--- src/rtl/ps2_dev_tx.sv ---
// PS/2 device-side transmitter: queues bytes in a small FIFO and drives
// 11-bit PS/2 frames (start, 8 data LSB first, odd parity, stop) to a host.
//
// state | meaning
// IDLE  | lines released, waiting for a queued byte with inhibit low
// HIGH  | PS/2 clock high half-period, data already presented
// LOW   | PS/2 clock low half-period, host samples data
// GAP   | lines released for the post-frame/post-abort idle time
module ps2_dev_tx #(
  parameter int HALF_PERIOD = 2000,
  parameter int GAP_CYCLES  = 4000,
  parameter int FIFO_DEPTH  = 4
) (
  input  logic                          clk_i,
  input  logic                          rst_i,
  input  logic [7:0]                    tx_data_i,
  input  logic                          tx_valid_i,
  output logic                          tx_ready_o,
  input  logic                          inhibit_i,
  output logic                          ps2_clk_o,
  output logic                          ps2_dat_o,
  output logic                          busy_o,
  output logic                          frame_done_o,
  output logic [$clog2(FIFO_DEPTH):0]   fifo_level_o
);

  localparam int AW      = $clog2(FIFO_DEPTH);
  localparam int LW      = AW + 1;
  localparam int CNT_MAX = (HALF_PERIOD > GAP_CYCLES) ? HALF_PERIOD : GAP_CYCLES;
  localparam int CW      = (CNT_MAX > 2) ? $clog2(CNT_MAX) : 1;

  localparam logic [CW-1:0] HP_LOAD  = CW'(HALF_PERIOD - 1);
  localparam logic [CW-1:0] GAP_LOAD = CW'(GAP_CYCLES - 1);
  localparam logic [LW-1:0] DEPTH_L  = LW'(FIFO_DEPTH);
  localparam logic [3:0]    LAST_BIT = 4'd10;

  typedef enum logic [1:0] {IDLE, HIGH, LOW, GAP} state_t;

  state_t          state_q, state_d;
  logic [CW-1:0]   cnt_q, cnt_d;
  logic [3:0]      bit_idx_q, bit_idx_d;
  logic [10:0]     shreg_q, shreg_d;
  logic            clk_q, clk_d;
  logic            dat_q, dat_d;
  logic            done_d;
  logic            busy_d;
  logic            pop;

  logic [7:0]      mem [FIFO_DEPTH];
  logic [AW-1:0]   wr_ptr_q, rd_ptr_q;
  logic [LW-1:0]   level_q, level_d;
  logic            ready_q;
  logic            nonempty_q;
  logic [7:0]      head_q;
  logic            push;

  assign push = tx_valid_i && ready_q;

  always_comb begin
    level_d = level_q;
    case ({push, pop})
      2'b10:   level_d = level_q + LW'(1);
      2'b01:   level_d = level_q - LW'(1);
      default: level_d = level_q;
    endcase
  end

  always_ff @(posedge clk_i) begin
    if (push) mem[wr_ptr_q] <= tx_data_i;
  end

  // Head byte and non-empty flag are registered, so a fresh push is seen
  // by the FSM one cycle after the level updates.
  always_ff @(posedge clk_i) begin
    if (rst_i) begin
      wr_ptr_q   <= '0;
      rd_ptr_q   <= '0;
      level_q    <= '0;
      ready_q    <= 1'b1;
      nonempty_q <= 1'b0;
      head_q     <= '0;
    end else begin
      if (push) wr_ptr_q <= wr_ptr_q + AW'(1);
      if (pop)  rd_ptr_q <= rd_ptr_q + AW'(1);
      level_q    <= level_d;
      ready_q    <= (level_d != DEPTH_L);
      nonempty_q <= (level_q != '0);
      head_q     <= mem[rd_ptr_q];
    end
  end

  always_comb begin
    state_d   = state_q;
    cnt_d     = cnt_q;
    bit_idx_d = bit_idx_q;
    shreg_d   = shreg_q;
    clk_d     = clk_q;
    dat_d     = dat_q;
    done_d    = 1'b0;
    pop       = 1'b0;
    case (state_q)
      IDLE: begin
        clk_d = 1'b1;
        dat_d = 1'b1;
        if (nonempty_q && !inhibit_i) begin
          shreg_d   = {1'b1, ~^head_q, head_q, 1'b0};
          dat_d     = 1'b0;
          bit_idx_d = '0;
          cnt_d     = HP_LOAD;
          state_d   = HIGH;
        end
      end
      HIGH: begin
        if (inhibit_i && bit_idx_q != LAST_BIT) begin
          clk_d   = 1'b1;
          dat_d   = 1'b1;
          cnt_d   = GAP_LOAD;
          state_d = GAP;
        end else if (cnt_q == '0) begin
          clk_d   = 1'b0;
          cnt_d   = HP_LOAD;
          state_d = LOW;
        end else begin
          cnt_d = cnt_q - CW'(1);
        end
      end
      LOW: begin
        if (inhibit_i && bit_idx_q != LAST_BIT) begin
          clk_d   = 1'b1;
          dat_d   = 1'b1;
          cnt_d   = GAP_LOAD;
          state_d = GAP;
        end else if (cnt_q == '0) begin
          clk_d = 1'b1;
          if (bit_idx_q == LAST_BIT) begin
            pop     = 1'b1;
            done_d  = 1'b1;
            dat_d   = 1'b1;
            cnt_d   = GAP_LOAD;
            state_d = GAP;
          end else begin
            bit_idx_d = bit_idx_q + 4'd1;
            shreg_d   = {1'b0, shreg_q[10:1]};
            dat_d     = shreg_q[1];
            cnt_d     = HP_LOAD;
            state_d   = HIGH;
          end
        end else begin
          cnt_d = cnt_q - CW'(1);
        end
      end
      GAP: begin
        clk_d = 1'b1;
        dat_d = 1'b1;
        if (cnt_q == '0) state_d = IDLE;
        else             cnt_d = cnt_q - CW'(1);
      end
      default: state_d = IDLE;
    endcase
    busy_d = (state_d != IDLE);
  end

  always_ff @(posedge clk_i) begin
    if (rst_i) begin
      state_q      <= IDLE;
      cnt_q        <= '0;
      bit_idx_q    <= '0;
      shreg_q      <= '0;
      clk_q        <= 1'b1;
      dat_q        <= 1'b1;
      frame_done_o <= 1'b0;
      busy_o       <= 1'b0;
    end else begin
      state_q      <= state_d;
      cnt_q        <= cnt_d;
      bit_idx_q    <= bit_idx_d;
      shreg_q      <= shreg_d;
      clk_q        <= clk_d;
      dat_q        <= dat_d;
      frame_done_o <= done_d;
      busy_o       <= busy_d;
    end
  end

  assign ps2_clk_o    = clk_q;
  assign ps2_dat_o    = dat_q;
  assign tx_ready_o   = ready_q;
  assign fifo_level_o = level_q;

endmodule

--- config.mk ---
export PLATFORM = sky130hd
export DESIGN_NAME = ps2_dev_tx
export DESIGN_NICKNAME = d
export VERILOG_FILES = /design/src/rtl/ps2_dev_tx.sv
export SDC_FILE = /design/constraint.sdc
export NUM_CORES = 1
export LEC_CHECK = 0
export BUFFER_PORTS_ARGS = -buffer_cell sky130_fd_sc_hd__buf_2
export CAP_MARGIN = 20
export CORE_ASPECT_RATIO = 1.25
export CORE_UTILIZATION = 60
export DETAILED_ROUTE_END_ITERATION = 10
export MAX_ROUTING_LAYER = met4
export PLACE_DENSITY = 0.79
export REMOVE_ABC_BUFFERS = 1
export SLEW_MARGIN = 30
export SYNTH_ARGS = -nofsm -noshare
export SYNTH_HDL_FRONTEND = slang
export SYNTH_SLANG_ARGS = --single-unit
--- constraint.sdc ---
create_clock -name clk_i -period 4.2 [get_ports clk_i]
set_input_delay 0.42 -clock clk_i [delete_from_list [all_inputs] [get_ports clk_i]]
set_output_delay 0.42 -clock clk_i [all_outputs]
set_load 0.05 [all_outputs]
Word level (Yosys, flattened, before mapping)
Memories as Yosys holds them, arrays and structs flattened. A register that Yosys moved wholly into a read port is not among the register bits.
Cells that the tools add are included.
- bits in registers: 42
- bits in latches: 0
- bits in read-only memories: 0
- input port bits: 12
- memories: 1
- logic and storage cells: 95
- memory bits (writable): 32
- output and inout bits: 8
- memory list (memory ; depth ; width ; rd ports ; clocked after Yosys merged registers in ; write ports ; line ; text):
    mem ; 4 ; 8 ; 1 ; 1 ; 1 ; 49 ; logic [7:0] mem [FIFO_DEPTH];
- shift-type cells: 0
- bitwise logic cells: 0
- add/subtract/negate cells: 6
- div/mod/pow operators: 0
- reduce and logical (&&, ||, !) cells: 15
- muxes and demuxes: 44
- $mul: 0
- equal/unequal tests: 16
- $lt $le $gt $ge: 0
- operators with widths (operator ; number):
    $mux W12 ; 7
    $pmux W12 S4 ; 1
    $mux W11 ; 4
    $pmux W11 S2 ; 1
    $mux W4 ; 4
    $mux W1 ; 15
    $mux W2 ; 7
    $logic_not A12 Y1 ; 1
    $ne A2 B2 Y1 const B ; 6
    $sub A12 B1 Y12 const B ; 1
    $ne A3 B3 Y1 const B ; 3
    $pmux W2 S4 ; 1
    $pmux W4 S2 ; 1
    $reduce_xnor A8 Y1 ; 1
    $eq A2 B2 Y1 const B ; 3
    $pmux W3 S2 ; 1
    $reduce_and A2 Y1 ; 3
    $reduce_and A5 Y1 ; 1
    $add A2 B1 Y2 const B ; 2
    $add A4 B1 Y4 const B ; 1
    $eq A2 B1 Y1 const B ; 2
    $eq A4 B4 Y1 const B ; 1
    $ne A4 B4 Y1 const B ; 1
    $pmux W1 S4 ; 1
    9 further kinds ; 12

Longest topological paths before layout
Gate-level depths: netlist of the first run.
- word-level depth: 8
- depth in mapped cells: 14
- mapped depth without buffers: 13

Least setup slack after synthesis of the first run
Ideal clock, no wire load.
- path type: flip-flop to flip-flop
- start point: register cnt_q[2]
- end point: register ready_q, in the netlist tx_ready_o
- arrival: 3084 ps
- setup slack: 989 ps
- stages on the path, launching flop included: 13
- buffers on the path: 1
- required time: 4073 ps
- clock period less this slack: 3211 ps
- setup time: 127 ps
- path through: dfxtp_1 > or4_4 > nor4_4 > clkbuf_1 > nand3_1 > inv_1 > ha_1 > inv_1 > fa_1 > xor2_1 > nor2_1 > xnor2_1 > or3_1
- word-level cells in the longest chain between the ends: 7
- elaborated cells on any way between the ends: 8
- those cells by class: 3 x eq/ne; 4 x mux; 1 x reduce/logical
- ends and longest elaborated chain (element ; line ; text):
    from (decl) ; 40 ; logic [CW-1:0] cnt_q, cnt_d;
    from (signal assigned) ; 175 ; cnt_q <= cnt_d;
    $logic_not A12 Y1 (*) ; 133 ; end else if (cnt_q == '0) begin
    $mux W1 (*) ; 133 ;
    $mux W1 (*) ; 128 ; if (inhibit_i && bit_idx_q != LAST_BIT) begin
    $mux W1 (*) ; -- ;
    $eq A2 B1 Y1 / $eq A2 B2 Y1 (equally long branches) ; 61 ; case ({push, pop})
    $pmux W3 S2 (*) ; 61 ;
    $ne A3 B3 Y1 (*) ; 86 ; ready_q <= (level_d != DEPTH_L);
    to (signal assigned) ; 86 ;
    to (decl) ; 52 ; logic ready_q;
Mark *: on every way between the ends. The rest lies on a longest branch, timed or not.
A chain may end at the register's enable or synchronous reset.

Worst setup path after layout of the first run
Ends and elaborated chain as after synthesis.

==> results of run 1 <==
-- through the flow --
step | worst slack, ps | util (%) | area [um^2] | hold slack (ps) | power, mW
floorplan | 1020 | - | 3510 | 448 | 1.27
global placement | 1130 | 64.2 | 3710 | 467 | 1.38
detailed placement | 1060 | 64.2 | 3710 | 480 | 1.39
CTS | 1050 | 67.4 | 3900 | 263 | 1.91
global route | 821 | 67.4 | 3900 | 268 | 1.99
finish | 1030 | 67.4 | 3900 | 273 | 1.90
-- metal layers --
| layer | wire length (um) | GRT usage (%) | up-vias | part of all wire, % |
|---|---|---|---|---|
| met1 | 2710 | 25.7 | 1201 | 41 |
| met4 | 121 | 10.9 | 0 | 1.8 |
| li1 | - | - | 1210 | - |
| met5 | 0 | - | - | 0 |
| met2 | 3490 | 40.1 | 43 | 53 |
| met3 | 219 | 4.90 | 9 | 3.3 |
-- cell usage in the layout (no fill, tap or decap), types with 8 or more instances in the layout --
cell type	synthesis	final
sky130_fd_sc_hd__dfxtp_1	49	49
sky130_fd_sc_hd__edfxtp_1	32	32
sky130_fd_sc_hd__nand2_1	30	30
sky130_fd_sc_hd__nor2_1	22	22
sky130_fd_sc_hd__a21oi_1	20	20
sky130_fd_sc_hd__buf_2	0	19
sky130_fd_sc_hd__xnor2_1	15	15
sky130_fd_sc_hd__inv_1	14	14
sky130_fd_sc_hd__o21ai_0	11	11
sky130_fd_sc_hd__and2_1	10	10
sky130_fd_sc_hd__clkbuf_8	0	9
sky130_fd_sc_hd__mux4_2	8	8
sky130_fd_sc_hd__a311oi_1	8	8
sky130_fd_sc_hd__ha_1	8	8
-- worst paths after layout --
check                from          to  cells past startpoint
max reg2reg      cnt_q[2]  tx_ready_o                     12
min reg2reg    shreg_q[3]  shreg_q[2]                      2
max              cnt_q[2]  tx_ready_o                     12
min          tx_data_i[0]   mem[2][0]                      1
-- power by group through the flow --
| stage | registers [mW] | clock network [mW] | logic, mW |
|---|---|---|---|
| floorplan | 0.962 | 0 | 0.313 |
| global placement | 0.956 | 0 | 0.421 |
| detailed placement | 0.961 | 0 | 0.430 |
| CTS | 0.943 | 0.531 | 0.433 |
| global route | 0.953 | 0.564 | 0.476 |
| finish | 0.944 | 0.522 | 0.434 |
-- logic make-up after synthesis --
group                      share of synthesized area [%]
and+or+nand+nor                                     16.4
adders and majority gates                           3.35
muxes                                               5.34
buffers and inverters                               3.56
xor gates and xnor gates                            4.88
DFF                                                 54.1
AOI/OAI and AO/OA                                   12.3
-- registers in the layout (all words and copies together) (netlist names) --
name	count
mem	32
cnt_q	12
shreg_q	10
head_q	8
bit_idx_q	4
fifo_level_o	3
rd_ptr_q	2
state_q	2
wr_ptr_q	2
busy_o	1
frame_done_o	1
nonempty_q	1
ps2_clk_o	1
ps2_dat_o	1
tx_ready_o	1
-- worst register-to-register path, stage by stage (launching register included) --
cell                      delay [ps]
sky130_fd_sc_hd__dfxtp_1         360
sky130_fd_sc_hd__or4_4           590
sky130_fd_sc_hd__nor4_4          260
sky130_fd_sc_hd__buf_4           240
sky130_fd_sc_hd__nand3_1         180
sky130_fd_sc_hd__inv_1           110
sky130_fd_sc_hd__ha_1            180
sky130_fd_sc_hd__inv_1            60
sky130_fd_sc_hd__fa_1            380
sky130_fd_sc_hd__xor2_1          150
sky130_fd_sc_hd__nor2_1          120
sky130_fd_sc_hd__xnor2_1          90
sky130_fd_sc_hd__or3_1           340
-- area by class of cell --
type	count	area share, %
Multi-Input combinational cell	214	38.9
Sequential cell	81	49.8
Tap cell	66	2.12
Timing Repair Buffer	22	3.02
Clock inverter	7	1.57
Clock buffer	9	3.18
Inverter	14	1.35
==> impl_metrics.json, run 1 <==
{
  "drtIter0Drc": 169,
  "setup.worst_path.class": "reg2reg",
  "cts_hold_buffers": 0,
  "initial_utilization_pct": 62.1,
  "grt_setup_unrepaired": "no",
  "relative_contribution_of_the_clock_network_to_total_power_pct": 27.5,
  "first_pass_iters": 7,
  "min_path_type": "in2reg",
  "final_cell_count_no_fill": 413,
  "cp.buffers_inverters": 3,
  "per_cell_routed_wire_length_um": 15.8,
  "synth.top_cells.by_area": "sky130_fd_sc_hd__dfxtp_1, sky130_fd_sc_hd__edfxtp_1, sky130_fd_sc_hd__mux4_2, sky130_fd_sc_hd__xnor2_1, sky130_fd_sc_hd__nand2_1",
  "grt_remaining_overflow": 0,
  "grt_pass1_wl_um": 10600,
  "fin_skew_ps": 6.31,
  "die_x_um": 71.2,
  "sw_frac_of_total_pct": 32.0,
  "synth_largest_type_area_fraction_pct": 27.3,
  "power_density_nw_per_um2": 488,
  "cts.repair_timing.setup_buffer_count": 0,
  "number_of_cells_produced_by_synthesis": 325,
  "yosysWarnings": 0,
  "cp_top_family": "simple AND/OR/NAND/NOR gates",
  "critPathArrivalTime_ps": 3410,
  "power.switching_mw": 0.608,
  "critical-path-max-stage-delay_ps": 590,
  "floorplan.rows": 31,
  "area_delta_synth_final_pct": 8.65,
  "first_global_vias": 2309,
  "ctsResizeCount": 0,
  "ys_seq_elements": 81,
  "cellInternalPower_mw": 1.29,
  "post-synth-top-count-cell": "sky130_fd_sc_hd__dfxtp_1",
  "cp_common_cell": "sky130_fd_sc_hd__inv_1",
  "via_count": 2463,
  "synth.yosys.seq_area_share_pct": 54.1,
  "synth.lib_cells_used.distinct": 52,
  "setup_viol_count_final": 0,
  "power.leakage_nw": 1.40,
  "clock_buffer_depth": 2,
  "required_time_reported_for_the_critical_path_endpoint_ps": 4440,
  "grt_antenna_before_repair": 0,
  "clk-insertion-delay-late_ps": 360,
  "failed_checks": "DRC",
  "tns_ps": 0,
  "synth-edff-count": 32,
  "synth_area_leader_cell": "sky130_fd_sc_hd__dfxtp_1",
  "slew_headroom_pct": 54.8,
  "postRouteAntennaNets": 0,
  "fmaxAchievable_ghz": 0.316,
  "dp.final_hpwl_um": 4610,
  "finalCritPeriodShare_pct": 75.4,
  "synthArstFlopShare_pct": 0,
  "remaining_drc_errors": 2,
  "post_route_cells_drive_above_1_share_pct": 16.7,
  "run_status": "finished, violations left",
  "cp_max_fo": 16,
  "n_antenna_cell": 0,
  "synth.avg_cell_area_um2": 11.0,
  "synth.cell_area_um2": 3590,
  "filler_cell_count": 434,
  "prevailing_post_synth_register_cell": "sky130_fd_sc_hd__dfxtp_1",
  "design.core.area_um2": 5780,
  "port-buffer-count": 19,
  "clk_transition_reported_paths_ps": 80,
  "vdd.ir_drop.worst_v": 0.000305,
  "routabilityCongestion": 0.941,
  "routed_via_density": 5.96,
  "grt_max_degree": 38,
  "synth_common_cells": "sky130_fd_sc_hd__dfxtp_1, sky130_fd_sc_hd__edfxtp_1, sky130_fd_sc_hd__nand2_1",
  "seq_power_share_pct": 49.7,
  "cts_htree_levels": 3,
  "p_comb_share_pct": 22.9,
  "critical_path.cell_chain": "or4_4 -> nor4_4 -> buf_4 -> nand3_1 -> inv_1 -> ha_1 -> inv_1 -> fa_1 -> xor2_1 -> nor2_1 -> xnor2_1 -> or3_1",
  "fp.dieArea_um2": 6290,
  "worstSetupStartpointType": "flip-flop",
  "final-hold-violation-count": 0,
  "regToRegSetupSlack_ps": 1030,
  "multiInputGateArea_um2": 1520,
  "tritoncts": "built",
  "clock_tree.root_cell": "sky130_fd_sc_hd__clkbuf_8",
  "tritoncts.num_buffers": 9,
  "crit_slowest_cell": "sky130_fd_sc_hd__or4_4",
  "timing.final.crit_period_ps": 3170,
  "cts.sink_count": 81,
  "design.final.nets": 363,
  "slew_violations": 0,
  "critPathCaptureType": "flip-flop",
  "placed_cells": 397,
  "pin_count": 20,
  "die_y_um": 88.5,
  "postRouteWirelength_um": 6540,
  "tightestPinTransition_ps": 678,
  "max-cap-violations": 0,
  "track_usage_pct": 23.2,
  "area.sequential_um2": 1940
}
No activity file was read; power rests on OpenSTA's default activity.
==> run 2, diff against run 1 <==
- ABC_AREA: not set -> 1
- clock period: 4.2 -> 3.3 ns (I/O delays scaled with it)
==> impl_metrics.json, run 2 <==
{
  "via_count": 2790,
  "power_density_nw_per_um2": 651,
  "grt_pass1_wl_um": 11600,
  "n_antenna_cell": 0,
  "seq_power_share_pct": 47.5,
  "largest_register_ffs": 32,
  "setup_ws_ps": 672,
  "track_usage_pct": 24.9,
  "design.core.area_um2": 5820,
  "critPathArrivalTime_ps": 2870,
  "clk_transition_reported_paths_ps": 90,
  "synth-edff-count": 32,
  "reg.largest.list": "mem x32, cnt_q x12, shreg_q x10",
  "dp_slack_ps": 718,
  "synth.yosys.seq_area_share_pct": 53.1,
  "clock_tree.root_cell": "sky130_fd_sc_hd__clkbuf_8",
  "remaining_drc_errors": 0,
  "synthArstFlopShare_pct": 0,
  "synth.cell_area_um2": 3660,
  "area_delta_synth_final_pct": 7.05,
  "tightestPinTransition_ps": 818,
  "cts_htree_levels": 3,
  "floorplan.rows": 31,
  "port-buffer-count": 19,
  "postRouteWirelength_um": 6930,
  "max-cap-violations": 0,
  "per_cell_routed_wire_length_um": 13.9,
  "synth.top_cells.by_area": "sky130_fd_sc_hd__dfxtp_1, sky130_fd_sc_hd__edfxtp_1, sky130_fd_sc_hd__nor2_1, sky130_fd_sc_hd__nand2_1, sky130_fd_sc_hd__o21ai_0",
  "fmaxAchievable_ghz": 0.381,
  "final-hold-violation-count": 0,
  "place_area_um2": 3730,
  "yosysWarnings": 0,
  "relative_contribution_of_the_clock_network_to_total_power_pct": 26.4,
  "clock_buffer_depth": 2,
  "layout.cell_area.non_filler_um2": 3920,
  "final_cell_count_no_fill": 500,
  "tritoncts": "built",
  "critical-path-max-stage-delay_ps": 380,
  "timing.final.crit_period_ps": 2630,
  "die_y_um": 89.3,
  "synth_largest_type_area_fraction_pct": 26.8,
  "ctsResizeCount": 0,
  "grt_max_degree": 28,
  "cp_max_fo": 6,
  "critPathCaptureType": "flip-flop",
  "worstSetupStartpointType": "flip-flop",
  "pin_count": 20,
  "slew_violations": 0,
  "routed_via_density": 5.58,
  "top_register": "mem",
  "grt_remaining_overflow": 0,
  "run_status": "complete, no violations",
  "setup.worst_path.class": "reg2reg",
  "cp_top_family": "adder cells",
  "number_of_cells_produced_by_synthesis": 413,
  "postRouteAntennaNets": 0,
  "post_route_cells_drive_above_1_share_pct": 13.4,
  "tritoncts.num_buffers": 9,
  "cts_hold_buffers": 0,
  "power.switching_mw": 0.913,
  "grt_antenna_before_repair": 0,
  "clk-insertion-delay-late_ps": 350,
  "crit_slowest_cell": "sky130_fd_sc_hd__fa_1",
  "finalCoreUtilization_pct": 67.3,
  "layout_commonest_cell": "sky130_fd_sc_hd__nor2_1",
  "cp_common_cell": "sky130_fd_sc_hd__inv_1",
  "whs_ps": 184,
  "vdd.ir_drop.worst_v": 0.000463,
  "drtIter0Drc": 161,
  "cellInternalPower_mw": 1.64,
  "sw_frac_of_total_pct": 35.8,
  "finalCritPeriodShare_pct": 79.6,
  "dp.final_hpwl_um": 4560,
  "routabilityCongestion": 0.864,
  "die_x_um": 71.8,
  "cts.sink_count": 81,
  "synth_common_cells": "sky130_fd_sc_hd__nor2_1, sky130_fd_sc_hd__nand2_1, sky130_fd_sc_hd__dfxtp_1",
  "mostFrequentLayoutCells": "sky130_fd_sc_hd__nor2_1, sky130_fd_sc_hd__nand2_1, sky130_fd_sc_hd__dfxtp_1",
  "synth.avg_cell_area_um2": 8.86,
  "cp.buffers_inverters": 4,
  "design.final.nets": 450,
  "post-synth-top-count-cell": "sky130_fd_sc_hd__nor2_1",
  "slew_headroom_pct": 45.3,
  "synth.lib_cells_used.distinct": 37,
  "fin_skew_ps": 9.40,
  "min_path_type": "in2reg",
  "critical_path.cell_chain": "inv_1 -> ha_1 -> inv_1 -> nor2_1 -> nand3_2 -> nor2_4 -> nand3_2 -> inv_1 -> ha_1 -> inv_1 -> fa_1 -> o21ai_0 -> o21ai_0 -> a21oi_1 -> nand3_1",
  "placed_cells": 484,
  "fp.dieArea_um2": 6410,
  "initial_utilization_pct": 62.9,
  "setup_viol_count_final": 0,
  "prevailing_post_synth_register_cell": "sky130_fd_sc_hd__dfxtp_1",
  "power.leakage_nw": 1.53,
  "post_route_total_power_mw": 2.55,
  "synth_area_leader_cell": "sky130_fd_sc_hd__dfxtp_1",
  "first_global_vias": 2639,
  "first_pass_iters": 5,
  "cts.repair_timing.setup_buffer_count": 0,
  "ys_seq_elements": 81,
  "grt_setup_unrepaired": "no",
  "required_time_reported_for_the_critical_path_endpoint_ps": 3540,
  "p_comb_share_pct": 26.1,
  "tns_ps": 0
}
-- run 2: cell types whose count changed after synthesis, sizes merged, moves of 9 or more --
cell	before	now
and2	10	1
nand3	4	23
nor2	23	72
a311oi	9	0
nand2	30	67
a31oi	2	12
a21oi	20	31
o21ai	12	44
inv	14	38
-- run 2: cell type report --
cell class | instances | area, um^2
sequential | 81 | 1940
inverter | 39 | 148
clock buffer | 9 | 124
timing repair buffer | 19 | 95.1
clock inverter | 7 | 57.6
fill | 467 | 1900
tap | 66 | 82.6
multi-input combinational | 279 | 1470
-- run 2: final timing paths --
path	to	slack, ps	cells past startpoint	from
worst max-delay path	tx_ready_o	670	15	cnt_q[0]
worst min-delay path	mem[2][3]	180	1	tx_data_i[3]
worst max register to register	tx_ready_o	670	15	cnt_q[0]
worst min register to register	shreg_q[10]	470	2	shreg_q[10]
-- run 2: worst register-to-register path, delay by kind of cell, from the launching register on --
family          cells  cell delay, ps
compound gates      3             500
fa+ha+maj           3             730
flops               1             320
simple gates        5             640
buf+inv             4             310
-- run 2: power by group through the flow --
stage	sequential [mW]	clock [mW]	combinational [mW]
final	1.21	0.674	0.664
after global routing	1.22	0.724	0.746
after global placement	1.23	0	0.640
after floorplan	1.24	0	0.506
after detailed placement	1.23	0	0.653
after CTS	1.21	0.683	0.661
-- run 2: logic make-up (layout without fill, tap and decap cells) --
family / count (synthesis) / in the layout / share of synthesized area, %
flops: 81 / 81 / 53.1
simple gates: 171 / 171 / 21.6
xor+xnor: 9 / 9 / 2.16
compound gates: 90 / 90 / 13.0
buf+inv: 53 / 74 / 6.81
fa+ha+maj: 9 / 9 / 3.28
-- run 2: metal layers --
metal  up-vias  global-route usage, %  share of wire (%)
li1       1403                      -                  -
met1      1288                   27.5                 43
met2        82                   42.0                 50
met3        17                   6.31                5.1
met4         0                   12.7                2.5
met5         -                      -                  0
==> run 3, diff against run 2 <==
- clock period: 3.3 -> 2.62 ns (I/O delays scaled with it)
==> impl_metrics.json, run 3 (synthesized netlist as in run 2, its figures left out) <==
{
  "fp.dieArea_um2": 6410,
  "fmaxAchievable_ghz": 0.416,
  "clk-insertion-delay-late_ps": 360,
  "critPathCaptureType": "flip-flop",
  "timing.hold.worst_path_depth": 1,
  "postRouteWirelength_um": 6930,
  "top_register": "mem",
  "run_status": "complete, no violations",
  "cts_htree_levels": 3,
  "min_path_type": "in2reg",
  "cp_max_fo": 3,
  "final_cell_count_no_fill": 504,
  "grt_setup_unrepaired": "no",
  "largest_register_ffs": 32,
  "floorplan.rows": 31,
  "ctsResizeCount": 0,
  "setup.worst_path.class": "reg2reg",
  "regToRegSetupSlack_ps": 210,
  "n_antenna_cell": 0,
  "per_cell_routed_wire_length_um": 13.8,
  "design.final.nets": 454,
  "required_time_reported_for_the_critical_path_endpoint_ps": 2870,
  "reg2reg_to": "tx_ready_o",
  "whs_ps": 110,
  "postRouteAntennaNets": 0,
  "placed_cells": 488,
  "grt_remaining_overflow": 0,
  "timing.final.crit_period_ps": 2410,
  "drtIter0Drc": 209,
  "layout.cell_area.non_filler_um2": 4010,
  "die_x_um": 71.8,
  "fin_skew_ps": 4.54,
  "post_route_cells_drive_above_1_share_pct": 15.5,
  "beginning_of_the_worst_register_to_register_path": "cnt_q[0]",
  "slew_violations": 0,
  "grt_antenna_before_repair": 0,
  "routabilityCongestion": 0.863,
  "reg.largest.list": "mem x32, cnt_q x12, shreg_q x10",
  "grt_max_degree": 28,
  "clk_transition_reported_paths_ps": 90,
  "pin_count": 20,
  "worstSetupStartpointType": "flip-flop",
  "mostFrequentLayoutCells": "sky130_fd_sc_hd__nor2_1, sky130_fd_sc_hd__nand2_1, sky130_fd_sc_hd__dfxtp_1",
  "dp.final_hpwl_um": 4630,
  "cts_hold_buffers": 0,
  "clock_tree.root_cell": "sky130_fd_sc_hd__clkbuf_8",
  "grt_pass1_wl_um": 11300,
  "port-buffer-count": 19,
  "cts.repair_timing.setup_buffer_count": 0,
  "area_delta_synth_final_pct": 9.61,
  "final-hold-violation-count": 0,
  "tritoncts": "built",
  "layout_commonest_cell": "sky130_fd_sc_hd__nor2_1",
  "vdd.ir_drop.worst_v": 0.000498,
  "finalCritPeriodShare_pct": 91.8,
  "setup_viol_count_final": 0,
  "critPathArrivalTime_ps": 2660,
  "initial_utilization_pct": 62.9,
  "power_density_nw_per_um2": 856,
  "tritoncts.num_buffers": 9,
  "tightestPinTransition_ps": 776,
  "max-cap-violations": 0,
  "place_area_um2": 3760,
  "remaining_drc_errors": 0,
  "via_count": 2789,
  "post_route_total_power_mw": 3.43,
  "first_pass_iters": 5,
  "ff2ff_path_depth": 15,
  "cts.sink_count": 81,
  "die_y_um": 89.3,
  "slew_headroom_pct": 48.1,
  "design.core.area_um2": 5820,
  "clock_buffer_depth": 2,
  "routed_via_density": 5.53,
  "power.leakage_nw": 1.57,
  "track_usage_pct": 24.4,
  "min-delay-start": "tx_data_i[3]",
  "tns_ps": 0,
  "first_global_vias": 2608,
  "hold_path_end": "mem[1][3]"
}
-- run 3: final cells by class --
class	instances	area, um^2
Multi-Input combinational cell	279	1490
Clock inverter	7	103
Clock buffer	9	124
Tap cell	66	82.6
Inverter	39	148
Sequential cell	81	1940
Fill cell	468	1810
Timing Repair Buffer	23	125
-- run 3: metrics by stage --
step,worst slack [ps],utilization [%]
5_1_grt,16.8,68.9
2_1_floorplan,295,-
3_5_place_dp,164,64.7
4_1_cts,118,68.6
3_3_place_gp,252,64.7
6_report,215,68.9
-- run 3: layer usage --
layer / track usage [%] / part of all wire [%]
met1: 26.0 / 43
met2: 41.8 / 51
met3: 6.43 / 4.2
met4: 12.7 / 1.7
met5: - / 0
-- run 3: worst max path at each step --
stage,from,to,slack (ps)
finish,cnt_q[0],tx_ready_o,210
global placement,cnt_q[0],tx_ready_o,250
global route,cnt_q[0],tx_ready_o,20
floorplan,cnt_q[0],tx_ready_o,290
detailed placement,cnt_q[0],tx_ready_o,160
CTS,cnt_q[0],tx_ready_o,120
-- run 3: where the power goes --
part	internal, mW	leakage [nW]	switching (mW)
registers	1.43	0.695	0.0972
clock network	0.546	0.110	0.489
logic	0.296	0.767	0.576
-- run 3: critical path, stage by stage (launching register included) --
cell and delay [ps]:
sky130_fd_sc_hd__dfxtp_1 310, sky130_fd_sc_hd__inv_1 90, sky130_fd_sc_hd__ha_2 210, sky130_fd_sc_hd__inv_1 70, sky130_fd_sc_hd__nor2_2 110, sky130_fd_sc_hd__nand3_2 100, sky130_fd_sc_hd__nor2_4 110, sky130_fd_sc_hd__nand3_2 80
sky130_fd_sc_hd__inv_1 70, sky130_fd_sc_hd__ha_1 130, sky130_fd_sc_hd__inv_1 80, sky130_fd_sc_hd__fa_2 370, sky130_fd_sc_hd__o21ai_2 170, sky130_fd_sc_hd__o21ai_0 130, sky130_fd_sc_hd__a21oi_2 170, sky130_fd_sc_hd__nand3_1 80
